## src/rtl/serial_comp_pkg.sv

```systemverilog
// Shared types and helpers for the serial two's-complement scheduler.
package serial_comp_pkg;

  localparam int DEF_WIDTH = 4;
  localparam int DEF_NREQ  = 4;
  localparam int MAX_NREQ  = 32;

  typedef enum logic [1:0] {
    IDLE  = 2'd0,
    SHIFT = 2'd1,
    DONE  = 2'd2
  } state_e;

  function automatic logic [MAX_NREQ-1:0] onehot(input int unsigned idx);
    onehot = MAX_NREQ'(1) << idx;
  endfunction

endpackage

```

## src/rtl/serial_comp_sched_rr_arbiter.sv

```systemverilog
// Round-robin arbiter: combinational winner from req and a rotating priority
// pointer; the pointer moves past the winner whenever a grant is taken.
module rr_arbiter #(
  parameter  int NREQ = 4,
  localparam int IDW  = $clog2(NREQ)
) (
  input  logic            clk,
  input  logic            rst,
  input  logic [NREQ-1:0] req,
  input  logic            grant_en,
  output logic [IDW-1:0]  winner,
  output logic            valid
);

  logic [IDW-1:0] ptr_q, ptr_d;
  logic [IDW-1:0] idx;

  // NOTE: every combinational output gets a default before any branch, so no
  // path leaves a variable unassigned and no latch is inferred.
  always_comb begin
    winner = '0;
    valid  = 1'b0;
    idx    = '0;
    for (int i = 0; i < NREQ; i++) begin
      idx = IDW'((int'(ptr_q) + i) % NREQ);
      if (!valid && req[idx]) begin
        winner = idx;
        valid  = 1'b1;
      end
    end
  end

  always_comb begin
    ptr_d = ptr_q;
    if (grant_en && valid) begin
      ptr_d = (winner == IDW'(NREQ - 1)) ? '0 : winner + 1'b1;
    end
  end

  // NOTE: sequential state uses non-blocking assignments so every flop samples
  // pre-edge values regardless of process ordering.
  always_ff @(posedge clk) begin
    if (!rst) ptr_q <= '0;
    else      ptr_q <= ptr_d;
  end

endmodule

```

## src/rtl/serial_comp_sched.sv

```systemverilog
// Shares one LSB-first serial two's-complement engine among NREQ requesters.
// Optional most-negative detection on ovf is built when SERIAL_COMP_OVF_EN is defined.
module serial_comp_sched
  import serial_comp_pkg::*;
#(
  parameter  int WIDTH = DEF_WIDTH,
  parameter  int NREQ  = DEF_NREQ,
  localparam int IDW   = $clog2(NREQ)
) (
  input  logic                  clk,
  input  logic                  rst,
  input  logic [NREQ-1:0]       req,
  input  logic [NREQ*WIDTH-1:0] num,
  output logic [NREQ-1:0]       gnt,
  output logic                  busy,
  output logic                  done,
  output logic [IDW-1:0]        done_id,
  output logic [WIDTH-1:0]      comp_reg,
  output logic                  carry,
  output logic                  ovf
);

  localparam int CW = $clog2(WIDTH);

  state_e           state_q, state_d;
  logic [NREQ-1:0]  gnt_q, gnt_d;
  logic [WIDTH-1:0] sreg_q, sreg_d;
  logic [WIDTH-1:0] res_q, res_d;
  logic [WIDTH-1:0] comp_q, comp_d;
  logic [CW-1:0]    cnt_q, cnt_d;
  logic [IDW-1:0]   win_q, win_d;
  logic [IDW-1:0]   done_id_q, done_id_d;
  logic             seen_q, seen_d;
  logic             carry_q, carry_d;
`ifdef SERIAL_COMP_OVF_EN
  logic             ovf_q, ovf_d;
`endif

  logic             b, out_bit;
  logic [IDW-1:0]   arb_winner;
  logic             arb_valid;
  logic             arb_take;

  // Arbiter only advances while idle, so req changes mid-operation are ignored.
  assign arb_take = (state_q == IDLE);

  rr_arbiter #(.NREQ(NREQ)) u_arb (
    .clk     (clk),
    .rst     (rst),
    .req     (req),
    .grant_en(arb_take),
    .winner  (arb_winner),
    .valid   (arb_valid)
  );

  // Bits pass unchanged up to and including the first 1; all later bits invert.
  assign b       = sreg_q[0];
  assign out_bit = seen_q ? ~b : b;

  always_comb begin
    state_d   = state_q;
    gnt_d     = gnt_q;
    sreg_d    = sreg_q;
    res_d     = res_q;
    comp_d    = comp_q;
    cnt_d     = cnt_q;
    win_d     = win_q;
    done_id_d = done_id_q;
    seen_d    = seen_q;
    carry_d   = carry_q;
`ifdef SERIAL_COMP_OVF_EN
    ovf_d     = ovf_q;
`endif
    unique case (state_q)
      IDLE: begin
        if (arb_valid) begin
          gnt_d   = NREQ'(onehot(32'(arb_winner)));
          win_d   = arb_winner;
          sreg_d  = num[int'(arb_winner)*WIDTH +: WIDTH];
          cnt_d   = '0;
          seen_d  = 1'b0;
          state_d = SHIFT;
        end
      end
      SHIFT: begin
        seen_d = seen_q | b;
        res_d  = {out_bit, res_q[WIDTH-1:1]};
        sreg_d = sreg_q >> 1;
        cnt_d  = cnt_q + 1'b1;
        if (cnt_q == CW'(WIDTH - 1)) begin
          comp_d    = {out_bit, res_q[WIDTH-1:1]};
          carry_d   = ~(seen_q | b);
          done_id_d = win_q;
          cnt_d     = '0;
`ifdef SERIAL_COMP_OVF_EN
          // Most-negative: all lower bits zero and only the MSB set.
          ovf_d     = ~seen_q & b;
`endif
          state_d   = DONE;
        end
      end
      DONE: begin
        gnt_d   = '0;
        state_d = IDLE;
      end
      default: state_d = IDLE;
    endcase
  end

  // NOTE: the datapath registers are reset along with control so an aborted
  // operation leaves no stale operand or partial result behind.
  always_ff @(posedge clk) begin
    if (!rst) begin
      state_q   <= IDLE;
      gnt_q     <= '0;
      sreg_q    <= '0;
      res_q     <= '0;
      comp_q    <= '0;
      cnt_q     <= '0;
      win_q     <= '0;
      done_id_q <= '0;
      seen_q    <= 1'b0;
      carry_q   <= 1'b0;
    end else begin
      state_q   <= state_d;
      gnt_q     <= gnt_d;
      sreg_q    <= sreg_d;
      res_q     <= res_d;
      comp_q    <= comp_d;
      cnt_q     <= cnt_d;
      win_q     <= win_d;
      done_id_q <= done_id_d;
      seen_q    <= seen_d;
      carry_q   <= carry_d;
    end
  end

`ifdef SERIAL_COMP_OVF_EN
  always_ff @(posedge clk) begin
    if (!rst) ovf_q <= 1'b0;
    else      ovf_q <= ovf_d;
  end
  assign ovf = ovf_q;
`else
  assign ovf = 1'b0;
`endif

  assign gnt      = gnt_q;
  assign busy     = (state_q != IDLE);
  assign done     = (state_q == DONE);
  assign done_id  = done_id_q;
  assign comp_reg = comp_q;
  assign carry    = carry_q;

endmodule

```

## config.mk

```make
export PLATFORM = sky130hd
export DESIGN_NAME = serial_comp_sched
export DESIGN_NICKNAME = d
export VERILOG_FILES = /design/src/rtl/serial_comp_pkg.sv /design/src/rtl/serial_comp_sched_rr_arbiter.sv /design/src/rtl/serial_comp_sched.sv
export SDC_FILE = /design/constraint.sdc
export NUM_CORES = 1
export LEC_CHECK = 0
export CAP_MARGIN = 20
export CORE_ASPECT_RATIO = 0.8
export CORE_MARGIN = 4
export CORE_UTILIZATION = 35
export CTS_BUF_LIST = sky130_fd_sc_hd__clkbuf_8
export DETAILED_ROUTE_END_ITERATION = 8
export PLACE_DENSITY = 0.71
export SLEW_MARGIN = 20
export SYNTH_ARGS = -nofsm -noshare
export SYNTH_HDL_FRONTEND = slang
export SYNTH_SLANG_ARGS = --single-unit
```

## constraint.sdc

```tcl
create_clock -name clk -period 5.17 [get_ports clk]
set_clock_uncertainty 0.05 [all_clocks]
set_input_delay 0.7755 -clock clk [delete_from_list [all_inputs] [get_ports clk]]
set_output_delay 0.7755 -clock clk [all_outputs]
set_load 0.005 [all_outputs]
```

**Yosys cells after proc, flatten, opt, wreduce, memory -nomap -nowiden**

Cells that the tools add are included.

- Memories kept: 0
- RAM bits: 0
- Latch bits: 0
- Word-level logic and storage cells: 77
- Register bits after elaboration: 28
- Memory bits (read-only): 0
- Input bits: 22

- Reduce and logical (&&, ||, !) cells: 16
- Shift operators: 2
- Divide/modulo/power cells: 0
- Bitwise operators: 3
- Multipliers: 0
- Mux-type cells: 30
- Order comparisons: 4
- Eq/ne operators: 6
- $add $sub $neg: 5

Operator list:

| cell | count |
|---|---|
| 2-bit 2-to-1 mux | 9 |
| 4-bit case mux with 2 select lines | 2 |
| 16-bit by 5-bit variable part select with 4-bit output | 1 |
| 2-bit by 3-bit less-than comparator with 1-bit output (second input constant) | 4 |
| 1-bit 2-to-1 mux | 10 |
| 2-bit AND reduction | 5 |
| 1-bit binary-select mux with 2-bit select | 4 |
| 4-bit 2-to-1 mux | 2 |
| 2-bit case mux with 2 select lines | 2 |
| 2-bit by 1-bit adder with 2-bit output (second input constant) | 3 |
| 2-bit equality test (second input constant) | 3 |
| 2-bit nonzero test | 3 |
| 2-bit adder (second input constant) | 2 |
| 1-bit logical AND | 4 |
| 2-bit inequality test (second input constant) | 2 |
| 1-bit by 2-bit left shift with 4-bit output (first input constant) | 1 |
| 1-bit logical NOT | 3 |
| 2-bit by 1-bit equality test with 1-bit output (second input constant) | 1 |
| 2-bit logical NOT | 1 |
| 1-bit inverter | 2 |
| 1-bit case mux with 2 select lines | 1 |
| 1-bit OR | 1 |

**Depth between registers and ports, before layout**

- Word-level depth: 15
- Mapped depth: 7
- Gate-level depth less buffers: 7

**By module**

From an unflattened synthesis, not the netlist that was laid out.

- Cells, all modules: 137
- Area total of the unflattened synthesis: 1326.3 um2

By module, submodules not included:

| module | instances | cells an instance | area an instance (um2) |
|---|---|---|---|
| serial_comp_sched | 1 | 113 | 1147.4 |
| rr_arbiter | 1 | 24 | 178.9 |

**Least setup slack after synthesis**

OpenSTA, ideal clock, no wires.

- Kind: input to register
- Start point: in req[1]
- End point: reg sreg_q[3]
- Stages: 6
- Data arrival time: 1.931 ns
- Path buffers: 1
- Slack: 3.070 ns
- Required time: 5.000 ns
- Cell sequence: or4_4 > and2_1 > buf_6 > o21ai_2 > a21oi_1 > o31a_1

- Longest elaborated chain between the ends: 15

RTL lines:

| item | RTL line | source |
|---|---|---|
| from (decl) | serial_comp_sched.sv:12 | `input logic [NREQ-1:0] req,` |
| 1-bit binary-select mux with 2-bit select | serial_comp_sched_rr_arbiter.sv:26 | `if (!valid && req[idx]) begin` |
| 1-bit 2-to-1 mux (not written as such) | serial_comp_sched_rr_arbiter.sv:26 |  |
| 1-bit 2-to-1 mux | serial_comp_sched_rr_arbiter.sv:26 |  |
| 1-bit logical NOT | serial_comp_sched_rr_arbiter.sv:26 |  |
| 1-bit logical AND | serial_comp_sched_rr_arbiter.sv:26 |  |
| 1-bit 2-to-1 mux | serial_comp_sched_rr_arbiter.sv:26 |  |
| 1-bit logical NOT | serial_comp_sched_rr_arbiter.sv:26 |  |
| 1-bit logical AND | serial_comp_sched_rr_arbiter.sv:26 |  |
| 1-bit 2-to-1 mux | serial_comp_sched_rr_arbiter.sv:26 |  |
| 1-bit logical NOT | serial_comp_sched_rr_arbiter.sv:26 |  |
| 1-bit logical AND | serial_comp_sched_rr_arbiter.sv:26 |  |
| 2-bit 2-to-1 mux | serial_comp_sched_rr_arbiter.sv:26 |  |
| 16-bit by 5-bit variable part select with 4-bit output | serial_comp_sched.sv:79 | `sreg_d = num[int'(arb_winner)*WIDTH +: WIDTH];` |
| 4-bit 2-to-1 mux | serial_comp_sched.sv:76 | `if (arb_valid) begin` |
| 4-bit case mux with 2 select lines | serial_comp_sched.sv:74 | `unique case (state_q)` |
| to (signal assigned) | serial_comp_sched.sv:127 | `sreg_q <= sreg_d;` |
| to (decl) | serial_comp_sched.sv:27 | `logic [WIDTH-1:0] sreg_q, sreg_d;` |

Several ways; a longest one is shown, not always the timed one. The select of a mux whose other input is x is not followed.
A chain may end at the register's enable or synchronous reset.

**Worst setup path in the final report**

- Start point: in req[0]
- End point: reg u_arb.ptr_q[0]

- Longest elaborated chain between the ends: 14

RTL lines:

| item | RTL line | source |
|---|---|---|
| 1-bit binary-select mux with 2-bit select | serial_comp_sched_rr_arbiter.sv:26 |  |
| 1-bit 2-to-1 mux (not written as such) | serial_comp_sched_rr_arbiter.sv:26 |  |
| 1-bit 2-to-1 mux | serial_comp_sched_rr_arbiter.sv:26 |  |
| 1-bit logical NOT | serial_comp_sched_rr_arbiter.sv:26 |  |
| 1-bit logical AND | serial_comp_sched_rr_arbiter.sv:26 |  |
| 1-bit 2-to-1 mux | serial_comp_sched_rr_arbiter.sv:26 |  |
| 1-bit logical NOT | serial_comp_sched_rr_arbiter.sv:26 |  |
| 1-bit logical AND | serial_comp_sched_rr_arbiter.sv:26 |  |
| 1-bit 2-to-1 mux | serial_comp_sched_rr_arbiter.sv:26 |  |
| 1-bit logical NOT | serial_comp_sched_rr_arbiter.sv:26 |  |
| 1-bit logical AND | serial_comp_sched_rr_arbiter.sv:26 |  |
| 2-bit 2-to-1 mux | serial_comp_sched_rr_arbiter.sv:26 |  |
| 2-bit by 1-bit adder with 2-bit output / 2-bit equality test (equally long branches) | serial_comp_sched_rr_arbiter.sv:36 | `ptr_d = (winner == IDW'(NREQ - 1)) ? '0 : winner + 1'b1;` |
| 2-bit 2-to-1 mux | serial_comp_sched_rr_arbiter.sv:36 |  |
| to (signal assigned) | serial_comp_sched_rr_arbiter.sv:44 | `else ptr_q <= ptr_d;` |
| to (decl) | serial_comp_sched_rr_arbiter.sv:15 | `logic [IDW-1:0] ptr_q, ptr_d;` |

Several ways; a longest one is shown, not always the timed one. The select of a mux whose other input is x is not followed.

==> results.json <==
{
  "outcome": "completed",
  "place_inst": 249,
  "worstSetupPathType": "in -> reg",
  "cts_hold_buf": 0,
  "via_per_inst": 4.86,
  "max_slew_margin_pct": 39.6,
  "yosysTopAreaCell": "dfxtp_1",
  "fin_tns_setup_ns": 0,
  "drt_iter0_markers": 65,
  "post_cts_resized": 0,
  "critPathArrivalTime_ns": 2.74,
  "grt_pass1_wl_mm": 5.15,
  "grt_start_max_net_pins": 31,
  "dieWidth_um": 78.2,
  "drv_slew": 0,
  "grt_pass1_vias": 1111,
  "synth.distinct_cells": 36,
  "final_cells": 253,
  "grt-ovfl-total": 0,
  "antennaDiodeCount": 0,
  "synthTopCellsByArea": "dfxtp_1 39%, a21boi_0 7.1%, nand2_1 6.8%",
  "cts_tree": "yes",
  "period_share_pct": 50.6,
  "syn_avg_cell_area_um2": 8.21,
  "ios": 36,
  "worst_slew_pin_slew_ns": 0.905,
  "drv_cap": 0,
  "end_kind": "flop",
  "num-fill-cells": 393,
  "synth.ff_latch_count": 27,
  "crit_fanout": 9,
  "setup_viol_count_final": 0,
  "seq_area_frac_synth_pct": 39.2,
  "clockBufferDepth": 2,
  "slowest_stage": "clkdlybuf4s50_1",
  "synthCells": 168,
  "fmaxAchievable_mhz": 383,
  "yosys_warnings": 0,
  "layout_min_cycle_time_ns": 2.61,
  "post_cts_buffers": 0,
  "portBuffers": 34,
  "wl_per_cell_um": 12.2,
  "firstDrtPassIters": 4,
  "num_vias": 1229,
  "grtUsageTotal_pct": 12.7,
  "final_util_pct": 47.2,
  "clock-root-buffer": "clkbuf_8",
  "nets": 224,
  "power_density_mw_per_mm2": 259,
  "clock_sinks": 27,
  "hold_path_class": "reg -> reg",
  "synth_top_area_share_pct": 39.2,
  "num_rows": 20,
  "drive_gt1_share_pct": 4.04,
  "p_leak_uw": 0.000653,
  "cpPeakStageDelay_ns": 0.45,
  "critPathLaunchType": "input pin",
  "synth_nets": 193,
  "cp.required_ns": 5.30,
  "layout_commonest_cell": "clkdlybuf4s50_1",
  "routed_wl_mm": 3.08,
  "cts_htree_levels": 1,
  "drt.antenna.violating_nets": 0,
  "routabilityCongestion": 0.823,
  "clkTransAtPathRegs_ns": 0.10,
  "ir_drop_mv": 0.0909,
  "cts_made_buffers": 3,
  "drcViolationCount": 0,
  "antenna_found_initial": 0,
  "areaGrowthSynthToFinish_pct": 30.1,
  "core-area_mm2": 0.00380,
  "path_cells": "clkdlybuf4s50_1 > nor2b_1 > o21bai_1 > nand2_1 > inv_1 > ha_1 > o31ai_1 > and2_1",
  "die_h_um": 64.2,
  "clkLatencyLatePin_ns": 0.27,
  "start_util_pct": 36.3,
  "syn_area_mm2": 0.00138,
  "die-area_mm2": 0.00502,
  "place_hpwl_mm": 2.35,
  "final_cell_mix": "34 x clkdlybuf4s50_1, 27 x dfxtp_1, 25 x nand2_1, 13 x a21boi_0, 12 x nand3_1",
  "rsz0062_at_grt": "false",
  "finalHoldViolations": 0
}
power by group:
part	total (uW)	internal, uW	switching, uW
clock	121	54.7	65.9
combinational	112	55.1	56.7
sequential	233	223	10.6
cells in the mapped netlist:
cell type   n
nor2_1      6
or4_4       1
nand2b_1    5
o21ai_0     6
o21a_1      1
clkbuf_1    5
o211a_1     1
o21bai_1    2
a22oi_1     2
a21oi_1     5
buf_2       1
nand2_1    25
a211oi_1    6
inv_1       5
ha_1        3
buf_6       1
nor2b_1     6
o21ba_2     1
nand3_1    12
nor3_1      1
o211ai_2    1
o21ai_2     1
or2_1       1
buf_4       1
and2_1      8
and3_1      7
dfxtp_1    27
a21boi_0   13
o2bb2ai_1   1
o22ai_1     1
o211ai_1    3
or3_1       2
o31a_1      1
o31ai_1     4
conb_1      1
mux2i_1     1
worst max-delay path: cells and delay by family:
kind | cells | cell delay (ns)
simple gates | 3 | 0.63
buf+inv | 2 | 0.64
compound gates | 2 | 0.50
fa+ha+maj | 1 | 0.18
path summary, 6_finish.rpt:
kind | from | end | slack (ns) | cells past startpoint
worst min-delay path | done_id[0] | done_id[0] | 0.42 | 2
worst max register to register | u_arb.ptr_q[0] | u_arb.ptr_q[0] | 3.16 | 7
worst max-delay path | req[0] | u_arb.ptr_q[0] | 2.56 | 8
worst min register to register | done_id[0] | done_id[0] | 0.42 | 2
metrics by stage:
step	setup WS, ns	hold slack, ns	total power, uW	instance area (um2)
after floorplan	3.07	0.394	308	1380
after global placement	2.35	0.403	348	1750
after detailed placement	2.26	0.410	349	1750
after CTS	2.57	0.425	472	1800
after global routing	2.34	0.449	495	1800
final	2.56	0.418	466	1800
per-layer routing:
layer  GRT usage (%)  part of all wire [%]
met5               0                     0
met4            2.62                  0.42
met3            3.80                   5.8
met2            19.8                    41
met1            17.3                    53
logic make-up after synthesis:
group                    after synthesis  synth area share, %
buffers and inverters                 13                 4.44
AO/OA/AOI/OAI                         49                 25.6
flip-flops                            27                 39.2
other                                  1                0.272
multiplexers                           1                0.725
AND/OR/NAND/NOR                       74                 27.1
adder cells (fa/ha/maj)                3                 2.72
final cells by class:
cell class                 count  area (um2)  area share, %
multi-input combinational    128         778           43.3
tap                           55        68.8           3.83
sequential                    27         541           30.1
inverter                       5        18.8           1.05
timing repair buffer          34         340           19.0
clock inverter                 1        7.51          0.418
clock buffer                   3        41.3           2.30
Power figures use the tool's default switching activity.
